**src/rtl/gc_input_pkg.sv**
```systemverilog
// Shared constants, repeat-FSM states and the stick hysteresis helper for the
// gamecube input event block.
package gc_input_pkg;
  localparam int NUM_BTN = 12;
  localparam int NUM_DIR = 4;

  localparam int BTN_A      = 0;
  localparam int BTN_B      = 1;
  localparam int BTN_X      = 2;
  localparam int BTN_Y      = 3;
  localparam int BTN_START  = 4;
  localparam int BTN_L      = 5;
  localparam int BTN_R      = 6;
  localparam int BTN_Z      = 7;
  localparam int BTN_DUP    = 8;
  localparam int BTN_DDOWN  = 9;
  localparam int BTN_DRIGHT = 10;
  localparam int BTN_DLEFT  = 11;

  localparam int DIR_UP    = 0;
  localparam int DIR_DOWN  = 1;
  localparam int DIR_RIGHT = 2;
  localparam int DIR_LEFT  = 3;

  localparam logic [7:0] JOY_CENTRE = 8'd128;

  typedef enum logic [1:0] {RPT_IDLE, RPT_DELAY, RPT_REPEAT} rpt_state_e;

  // One stick axis: st_q/return are {neg,pos}; opposite directions never coexist.
  function automatic logic [1:0] axis_next(input logic [7:0] joy, input logic [1:0] st_q,
                                           input int dead_on, input int dead_off);
    logic signed [8:0] off, on_t, off_t;
    logic pos, neg;
    off   = $signed({1'b0, joy} - 9'd128);
    on_t  = $signed(9'(dead_on));
    off_t = $signed(9'(dead_off));
    pos = st_q[0] ? (off >= off_t) : (off >= on_t);
    neg = st_q[1] ? (off <= -off_t) : (off <= -on_t);
    return (pos && neg) ? 2'b00 : {neg, pos};
  endfunction
endpackage

```
**src/rtl/gc_autorepeat.sv**
```systemverilog
// Menu-style auto-repeat for one direction: first step on press, then after
// REPEAT_DELAY frames, then every REPEAT_RATE frames. Advances only on commit.
module gc_autorepeat
  import gc_input_pkg::*;
#(
  parameter int REPEAT_DELAY = 20,
  parameter int REPEAT_RATE  = 6
) (
  input  logic clk,
  input  logic reset,
  input  logic commit,
  input  logic held,
  output logic step
);
  localparam int CNT_MAX = (REPEAT_DELAY > REPEAT_RATE) ? REPEAT_DELAY : REPEAT_RATE;
  localparam int CW      = $clog2(CNT_MAX + 1);
  localparam logic [CW-1:0] DELAY_LD = CW'(REPEAT_DELAY - 1);
  localparam logic [CW-1:0] RATE_LD  = CW'(REPEAT_RATE - 1);

  rpt_state_e    state_q, state_d;
  logic [CW-1:0] cnt_q, cnt_d;
  logic          step_q, step_d;

  always_ff @(posedge clk or negedge reset) begin
    if (!reset) begin
      state_q <= RPT_IDLE;
      cnt_q   <= '0;
      step_q  <= 1'b0;
    end else begin
      state_q <= state_d;
      cnt_q   <= cnt_d;
      step_q  <= step_d;
    end
  end

  always_comb begin
    state_d = state_q;
    cnt_d   = cnt_q;
    step_d  = 1'b0;
    if (commit) begin
      if (!held) begin
        state_d = RPT_IDLE;
        cnt_d   = '0;
      end else begin
        case (state_q)
          RPT_IDLE: begin
            step_d  = 1'b1;
            cnt_d   = DELAY_LD;
            state_d = RPT_DELAY;
          end
          RPT_DELAY: begin
            if (cnt_q == '0) begin
              step_d  = 1'b1;
              cnt_d   = RATE_LD;
              state_d = RPT_REPEAT;
            end else begin
              cnt_d = cnt_q - 1'b1;
            end
          end
          RPT_REPEAT: begin
            if (cnt_q == '0) begin
              step_d = 1'b1;
              cnt_d  = RATE_LD;
            end else begin
              cnt_d = cnt_q - 1'b1;
            end
          end
          default: state_d = RPT_IDLE;
        endcase
      end
    end
  end

  assign step = step_q;
endmodule

```
**src/rtl/gc_input_events.sv**
```systemverilog
// Frame-synchronous game inputs from the gamecube decoder: staged samples are
// committed on frame_tick into held levels, edge pulses, directions and repeats.
module gc_input_events
  import gc_input_pkg::*;
#(
  parameter int DEAD_ON      = 40,
  parameter int DEAD_OFF     = 24,
  parameter int REPEAT_DELAY = 20,
  parameter int REPEAT_RATE  = 6,
  parameter int STALE_FRAMES = 8
) (
  input  logic                 clk,
  input  logic                 reset,
  input  logic                 sample_valid,
  input  logic [NUM_BTN-1:0]   buttons,
  input  logic [7:0]           joy_x,
  input  logic [7:0]           joy_y,
  input  logic                 frame_tick,
  output logic [NUM_BTN-1:0]   btn_held,
  output logic [NUM_BTN-1:0]   btn_press,
  output logic [NUM_BTN-1:0]   btn_release,
  output logic [NUM_DIR-1:0]   dir_held,
  output logic [NUM_DIR-1:0]   dir_step,
  output logic                 link_lost
);
  localparam int SW = $clog2(STALE_FRAMES + 1);
  localparam logic [SW-1:0] STALE_MAX = SW'(STALE_FRAMES);

  logic [NUM_BTN-1:0] stg_btn_q, stg_btn_d, held_q, held_d, press_q, press_d, rel_q, rel_d;
  logic [7:0]         stg_x_q, stg_x_d, stg_y_q, stg_y_d;
  logic [NUM_DIR-1:0] stick_q, stick_d, dir_q, dir_d;
  logic [SW-1:0]      stale_q, stale_d, stale_inc;
  logic               seen_q, seen_d, lost_q, lost_d;
  logic               idle_tick, tick_lost, force_rel;
  logic [NUM_BTN-1:0] eff_btn;
  logic [7:0]         eff_x, eff_y;
  logic [1:0]         ax_x, ax_y;

  always_ff @(posedge clk or negedge reset) begin
    if (!reset) begin
      stg_btn_q <= '0;
      stg_x_q   <= '0;
      stg_y_q   <= '0;
      held_q    <= '0;
      press_q   <= '0;
      rel_q     <= '0;
      stick_q   <= '0;
      dir_q     <= '0;
      stale_q   <= '0;
      seen_q    <= 1'b0;
      lost_q    <= 1'b1;
    end else begin
      stg_btn_q <= stg_btn_d;
      stg_x_q   <= stg_x_d;
      stg_y_q   <= stg_y_d;
      held_q    <= held_d;
      press_q   <= press_d;
      rel_q     <= rel_d;
      stick_q   <= stick_d;
      dir_q     <= dir_d;
      stale_q   <= stale_d;
      seen_q    <= seen_d;
      lost_q    <= lost_d;
    end
  end

  always_comb begin
    stg_btn_d = stg_btn_q;
    stg_x_d   = stg_x_q;
    stg_y_d   = stg_y_q;
    held_d    = held_q;
    press_d   = '0;
    rel_d     = '0;
    stick_d   = stick_q;
    dir_d     = dir_q;
    stale_d   = stale_q;
    seen_d    = seen_q | sample_valid;
    lost_d    = lost_q;
    stale_inc = (stale_q == STALE_MAX) ? stale_q : stale_q + 1'b1;
    // A frame that is about to become stale already commits released inputs.
    idle_tick = frame_tick && !seen_q && !sample_valid;
    tick_lost = idle_tick && (stale_inc == STALE_MAX);
    force_rel = lost_q | tick_lost;
    eff_btn   = force_rel ? '0 : stg_btn_q;
    eff_x     = force_rel ? JOY_CENTRE : stg_x_q;
    eff_y     = force_rel ? JOY_CENTRE : stg_y_q;
    ax_x      = axis_next(eff_x, {stick_q[DIR_LEFT], stick_q[DIR_RIGHT]}, DEAD_ON, DEAD_OFF);
    ax_y      = axis_next(eff_y, {stick_q[DIR_DOWN], stick_q[DIR_UP]}, DEAD_ON, DEAD_OFF);
    if (frame_tick) begin
      seen_d = 1'b0;
      if (idle_tick) stale_d = stale_inc;
      lost_d   = force_rel;
      held_d   = eff_btn;
      press_d  = eff_btn & ~held_q;
      rel_d    = ~eff_btn & held_q;
      stick_d[DIR_RIGHT] = ax_x[0];
      stick_d[DIR_LEFT]  = ax_x[1];
      stick_d[DIR_UP]    = ax_y[0];
      stick_d[DIR_DOWN]  = ax_y[1];
      dir_d[DIR_UP]      = eff_btn[BTN_DUP]    | ax_y[0];
      dir_d[DIR_DOWN]    = eff_btn[BTN_DDOWN]  | ax_y[1];
      dir_d[DIR_RIGHT]   = eff_btn[BTN_DRIGHT] | ax_x[0];
      dir_d[DIR_LEFT]    = eff_btn[BTN_DLEFT]  | ax_x[1];
    end
    // A fresh sample is staged after the commit has used the old contents.
    if (sample_valid) begin
      stg_btn_d = buttons;
      stg_x_d   = joy_x;
      stg_y_d   = joy_y;
      stale_d   = '0;
      lost_d    = 1'b0;
    end
  end

  for (genvar g = 0; g < NUM_DIR; g++) begin : g_rpt
    gc_autorepeat #(.REPEAT_DELAY(REPEAT_DELAY), .REPEAT_RATE(REPEAT_RATE)) u_rpt (
      .clk    (clk),
      .reset  (reset),
      .commit (frame_tick),
      .held   (dir_d[g]),
      .step   (dir_step[g])
    );
  end

  assign btn_held    = held_q;
  assign btn_press   = press_q;
  assign btn_release = rel_q;
  assign dir_held    = dir_q;
  assign link_lost   = lost_q;
endmodule

```
**config.mk**
```make
export PLATFORM = sky130hd
export DESIGN_NAME = gc_input_events
export DESIGN_NICKNAME = d
export VERILOG_FILES = /design/src/rtl/gc_input_pkg.sv /design/src/rtl/gc_autorepeat.sv /design/src/rtl/gc_input_events.sv
export SDC_FILE = /design/constraint.sdc
export NUM_CORES = 1
export LEC_CHECK = 0
export ABC_AREA = 1
export CORE_ASPECT_RATIO = 0.7
export CORE_MARGIN = 5
export CORE_UTILIZATION = 30
export DETAILED_ROUTE_END_ITERATION = 16
export GPL_TIMING_DRIVEN = 0
export PLACE_DENSITY = 0.57
export SETUP_SLACK_MARGIN = 0.5
export SLEW_MARGIN = 20
export SYNTH_ARGS = -nofsm -noshare
export SYNTH_HDL_FRONTEND = slang
export SYNTH_SLANG_ARGS = --single-unit
```
**constraint.sdc**
```tcl
create_clock -name clk -period 2.23 [get_ports clk]
set_input_delay 0.446 -clock clk [delete_from_list [all_inputs] [get_ports clk]]
set_output_delay 0.446 -clock clk [all_outputs]
set_load 0.005 [all_outputs]
```
==> results by group, run 1 <==
Run status
  – Status: finished clean

Synth
  – Synth warnings: 0
  – Post-synth top area share: 0.496
  – Post-synth EDFFs: 0
  – Synth Area in Compound Gates: 0.0744
  – Asr flop ratio synth: 1.00
  – Synth cell types: 36
  – Syn Inst Count: 633
  – Synth Register Bits: 110
  – Synth Area in Adders: 0.0592
  – Top cells by area, synth: dfrtp_1, nand2_1, inv_1
  – Sequential area share after synthesis: 0.501
  – Simple logic cell fraction of the synthesized area: 0.269
  – Area leader, netlist: dfrtp_1
  – Synth Area per Inst: 8.68 µm²
  – Proportion of synthesized area in mux cells: 0
  – Synthesized cell area: 5500 µm²
  – Largest family of logic cells by synthesized area: simple AND/OR/NAND/NOR gates
  – Post-Synth XOR/XNOR Area: 0.0127
  – Top FF cell, synth: dfrtp_1
  – Synthesized net count: 691

Finish
  – Final cell count without fillers: 1004
  – Layout area overhead: 37.1%
  – Most frequent cells in the layout: nand2_1, dfrtp_1, inv_1
  – Commonest non-fill, non-tap cell in the layout: nand2_1
  – Inserted Diodes: 0
  – Layout Utilization: 0.419
  – Area of the multi-input gates: 2530 µm²
  – Fillers: 1771
  – Final nets: 821
  – Post-Layout Inst Area: 7540 µm²
  – Sequential Area: 2750 µm²
  – Ratio of cells with drive above 1 in the final layout: 0.208

Critical path
  – Type of element launching the critical path: flop
  – Crit path launch: stale_q[0]$_DFFE_PN0P_
  – Start of the worst register-to-register path: stale_q[0]$_DFFE_PN0P_
  – Crit path DAT: between 2 and 2.5 ns
  – CP Max Fanout: 10
  – Worst EP required: 2.48 ns
  – Critical path class: flop to flop
  – Worst setup EP type: flop

STA
  – Final worst-path cycle share: 0.996
  – Final Hold Fails: 0
  – Min cycle time layout: 2.22 ns
  – Unrepaired setup endpoints after global routing: true
  – Setup Skew: 0.00879 ns
  – Max transition margin: 0.602
  – # setup viols final: 0
  – Max Fclk: 0.450 GHz
  – Final setup margin: roughly 0.010 ns
  – Slew @ Worst Pin: 0.597 ns
  – Pins Over Slew Limit: 0

Clock network
  – Clock Tree Root: clkbuf_16
  – Maximum clock path buffer count: 2
  – Clock buffer count from CTS: 9
  – Clock transition at the registers of the reported paths: around 0.080 ns
  – CTS tree: yes
  – H-tree depth: 3
  – Clock tree sinks: 110
  – Clk Latency, worst-skew pair: 0.35 ns

Drt
  – WL final: 13.9 mm
  – WL/cell: 13.9 µm
  – Top Metal Used: met4
  – Initial drt markers: 307
  – Routed length on met1: 7.06 mm
  – Routed wl met3: 678 µm
  – Vias: 4585
  – DRC Markers: 0
  – Routed vias/inst: 4.57
  – ANT nets after route: 0
  – Router iterations before antenna repair: 5
  – Metal2 WL: between 6 and 7 mm

Global routing
  – Total gr overflow: 0
  – Global-route wire length before repair: 23.0 mm
  – GRT Total Usage: 0.137
  – Largest net degree at the start of global routing: 67
  – Initial antenna violation count: 0
  – Vias in the first global route: 4397

Die
  – Die X: 172 µm
  – # rows: between 40 and 50
  – DIE HEIGHT: between 100 and 150 µm
  – Core Region: 18000 µm²
  – Initial Util: 0.305
  – Die ar.: 21200 µm²
  – I/O Pins: just under 80

Place
  – Pre-CTS setup slack: -0.734 ns
  – Cell area after placement: 6640 µm²
  – RePlAce Congestion: 0.810
  – Placed cells: 946
  – Detailed placer's ending HPWL: 9.80 mm
  – Port Buffers: 76

Power and ir drop
  – Leakage: 3.78 nW
  – Total power: 0.00657 W
  – Peak supply drop: around 360 µV
  – Pwr dens: 872 nW/µm²

Worst hold path
  – Hold Crit Class: primary input to async pin

Flow run
  – Max-cap violation count: 0
==> what timing repair did <==
item,CTS,global route
pin swaps,6,19
hold buffers,0,0
buffers inserted,20,21
endpoints found under the hold margin,0,0
gates cloned,1,0
resized for setup,44,40
endpoints found under the setup margin,107,85
==> report_power, final <==
| part | total, W | switching, W | internal (W) |
|---|---|---|---|
| clock network | 0.00170 | 0.000757 | 0.000943 |
| registers | 0.00260 | 0.000269 | 0.00233 |
| logic | 0.00228 | 0.00127 | 0.00101 |
==> state kept, by name, indices dropped and copies added, names as in the netlist, 8 cells and up <==
register and count:
g_rpt.u_rpt.cnt_q 20, btn_held 12, btn_press 12, btn_release 12, stg_btn_q 12, g_rpt.u_rpt.state_q 8
stg_x_q 8, stg_y_q 8
==> worst paths after layout <==
| kind | end | slack, ns | cells past startpoint |
|---|---|---|---|
| worst max-delay path | g_rpt[2].u_rpt.cnt_q[1]$_DFFE_PN0P_ | 0.01 | 17 |
| worst min-delay path | btn_release[2]$_DFF_PN0_ | 0.01 | 1 |
| worst max register to register | g_rpt[2].u_rpt.cnt_q[1]$_DFFE_PN0P_ | 0.01 | 17 |
| worst min register to register | stg_y_q[7]$_DFFE_PN0P_ | 0.48 | 2 |
| max in group asynchronous | link_lost$_DFFE_PN1P_ | 1.50 | 2 |
| min in group clk | stg_y_q[7]$_DFFE_PN0P_ | 0.48 | 2 |
==> logic make-up after synthesis <==
family,Yosys count
XOR/XNOR,8
AND/OR/NAND/NOR,305
AO/OA/AOI/OAI,70
adder cells (fa/ha/maj),26
flip-flops,110
buffers and inverters,114
==> synth_stat cells (all sizes together) (6+ instances only) <==
master	instances
o21ai	38
inv	93
xnor2	6
buf	10
nor3	8
dfrtp	109
o211ai	12
nand4	16
clkbuf	10
nor2	47
nand2	163
nand3	62
ha	26
a21oi	9
==> metal layers <==
layer	up-vias	GRT usage
li1	2296	-
met4	0	0.0314
met1	2184	0.205
met2	93	0.204
met3	12	0.0288
met5	-	0
==> layout make-up <==
class	instances	share of cell area
Multi-Input combinational cell	410	0.335
Inverter	94	0.0481
Buffer	20	0.0199
Clock buffer	11	0.0335
Sequential cell	110	0.365
Clock inverter	5	0.00847
Tap cell	236	0.0392
Timing Repair Buffer	118	0.150
==> critical path: stages, from the launching register on <==
cell     delay [ns]
dfrtp_1        0.43
inv_2          0.11
ha_4           0.15
nand2_2        0.05
nand3_2        0.07
nand3_2        0.09
nor2_4         0.16
nand2_4        0.11
nand2_8        0.13
inv_8          0.06
buf_12         0.15
nand3_4        0.07
nand2_4        0.05
inv_4          0.07
nand3_4        0.12
buf_4          0.17
nand3_1        0.05
nand2_1        0.06
==> through the flow <==
step | TNS, ns | hold WS (ns)
after floorplan | 0 | 0.150
after global placement | -436.09 | 0.461
after detailed placement | -34.04 | 0.406
after CTS | 0 | 0.0223
after global routing | -1.90 | 0.0460
final | 0 | 0.0133
Note: power is estimated with default switching activity, not from simulation.
==> inputs of run 2 (changes only) <==
Settings changed: GPL_ROUTABILITY_DRIVEN set to 1, MAX_ROUTING_LAYER set to met4.
==> run 2 against run 1 <==
  * Sequential cell count unchanged
  * Critical path depth unchanged
  * Global-route usage increased by 0.40 points
  * Worst setup slack improved by 0.00093 ns
  * Clock skew decreased by 0.00057 ns
  * Core utilization about the same
  * Largest cell class unchanged
  * Highest routed layer unchanged
==> results by group, run 2 (synthesized netlist as in run 1, its figures left out) <==
Clock network
  – CTS tree: yes
  – H-tree depth: 3
  – Clk Latency, worst-skew pair: 0.35 ns
  – Clock Tree Root: clkbuf_16
  – Clock buffer count from CTS: 9
  – Maximum clock path buffer count: 2
  – Clock tree sinks: 110
  – Clock transition at the registers of the reported paths: 0.08 ns

Critical path
  – Largest incremental delay on the critical path: roughly 0.43 ns
  – CP Max Fanout: 10
  – R2r worst-path depth: 17
  – Reg2reg setup slack: roughly 0.011 ns
  – Start of the worst register-to-register path: stale_q[0]$_DFFE_PN0P_
  – Worst setup EP type: flop
  – Worst EP required: 2.48 ns
  – CP Cell Sequence: inv_2 > ha_4 > nand2_2 > nand3_2 > nand3_2 > nor2_4 > nand2_4 > nand2_8 > inv_8 > buf_12 > nand3_4 > nand2_4 > inv_4 > nand3_4 > buf_4 > nand3_1 > nand2_1
  – Reg2reg end: g_rpt[2].u_rpt.cnt_q[1]$_DFFE_PN0P_
  – Critical path class: flop to flop
  – Slowest cell on crit path: dfrtp_1
  – Crit path DAT: 2.47 ns
  – Type of element launching the critical path: flop

Finish
  – Ratio of cells with drive above 1 in the final layout: 0.208
  – Layout area overhead: 37.0%
  – Largest Register: g_rpt.u_rpt.cnt_q
  – Inserted Diodes: 0
  – Most frequent cells in the layout: nand2_1, dfrtp_1, inv_1
  – Commonest non-fill, non-tap cell in the layout: nand2_1
  – Layout Utilization: 0.418
  – Number of flip-flops in the largest register: 20
  – Final nets: 821

STA
  – Max Fclk: 0.451 GHz
  – Final setup margin: 0.0109 ns
  – Unrepaired setup endpoints after global routing: true
  – Setup Skew: around 0.008 ns
  – Final Hold Fails: 0
  – Hold_ws: 0.0112 ns
  – # setup viols final: 0
  – Slew @ Worst Pin: 0.605 ns
  – Pins Over Slew Limit: 0
  – Min cycle time layout: 2.22 ns
  – Final worst-path cycle share: 0.995
  – Max transition margin: 0.597

Global routing
  – Total gr overflow: 0
  – Initial antenna violation count: 0
  – Vias in the first global route: 4396
  – GRT Total Usage: 0.141
  – Global-route wire length before repair: 23.0 mm
  – Largest net degree at the start of global routing: 67

Die
  – I/O Pins: 77
  – Core Region: 18000 µm²
  – # rows: 41
  – Die ar.: 21200 µm²
  – DIE HEIGHT: 123 µm
  – Initial Util: 0.305
  – Die X: 172 µm

Drt
  – Vias: 4559
  – ANT nets after route: 0
  – DRC Markers: 0
  – Routed vias/inst: 4.54
  – Router iterations before antenna repair: 4
  – Initial drt markers: about 340
  – WL final: 13.9 mm
  – WL/cell: 13.9 µm

Worst hold path
  – Hold Crit Class: primary input to async pin

Power and ir drop
  – Peak supply drop: 357 µV
  – Leakage: about 3.8 nW
  – Pwr dens: 874 nW/µm²

Place
  – RePlAce Congestion: 0.822
  – Pre-CTS setup slack: -0.734 ns
  – Port Buffers: 76
  – Detailed placer's ending HPWL: 9.80 mm

Run status
  – Status: finished clean

Flow run
  – Max-cap violation count: 0
run 2: cell type report:
cell class                 instances  area, µm²
multi-input combinational        410       2530
inverter                          94        363
clock buffer                      11        253
sequential                       110       2750
buffer                            20        150
timing repair buffer             118       1120
clock inverter                     5       63.8
tap                              236        295
fill                            1770      10500
run 2: stage by stage:
step	instances	setup TNS [ns]	area [µm²]	power, W
floorplan	633	0	5550	0.00398
global placement	945	-436.09	6610	0.00462
detailed placement	946	-34.04	6640	0.00466
CTS	983	0	7230	0.00646
global route	1004	-1.97	7530	0.00706
finish	1004	0	7530	0.00658
run 2: critical path, delay by kind of cell (launching register included):
| family | cells | cell delay, ns |
|---|---|---|
| AND/OR/NAND/NOR | 11 | 0.95 |
| adder cells (fa/ha/maj) | 1 | 0.15 |
| buffers and inverters | 5 | 0.55 |
| flip-flops | 1 | 0.43 |
run 2: worst max path at each step:
stage                                 startpoint                                    end  cells after the start
final                     stale_q[0]$_DFFE_PN0P_    g_rpt[2].u_rpt.cnt_q[1]$_DFFE_PN0P_                     17
after global routing      stale_q[0]$_DFFE_PN0P_  g_rpt[3].u_rpt.state_q[0]$_DFFE_PN0P_                     17
after CTS                 stale_q[0]$_DFFE_PN0P_  g_rpt[2].u_rpt.state_q[1]$_DFFE_PN0P_                     18
after detailed placement              frame_tick                btn_held[4]$_DFFE_PN0P_                      8
after global placement                     reset    g_rpt[2].u_rpt.cnt_q[4]$_DFFE_PN0P_                      1
after floorplan           stale_q[0]$_DFFE_PN0P_  g_rpt[2].u_rpt.state_q[0]$_DFFE_PN0P_                     18
run 2: timing repair:
item / CTS / global route
cloned: 1 / 0
pin swaps: 6 / 19
hold buffers: 0 / 0
setup endpoints to repair: 107 / 83
gates resized for setup: 44 / 38
buffers inserted: 20 / 21
run 2: power breakdown:
group,switching [W],internal (W)
sequential,0.000270,0.00233
clock,0.000763,0.000944
combinational,0.00127,0.00101
total,0.00230,0.00428
run 2: layer usage:
metal	wire length [µm]	vias to the layer above	global-route usage
li1	-	2292	-
met4	136	0	0.0299
met2	6010	77	0.203
met5	0	-	-
met3	554	9	0.0281
met1	7230	2181	0.206
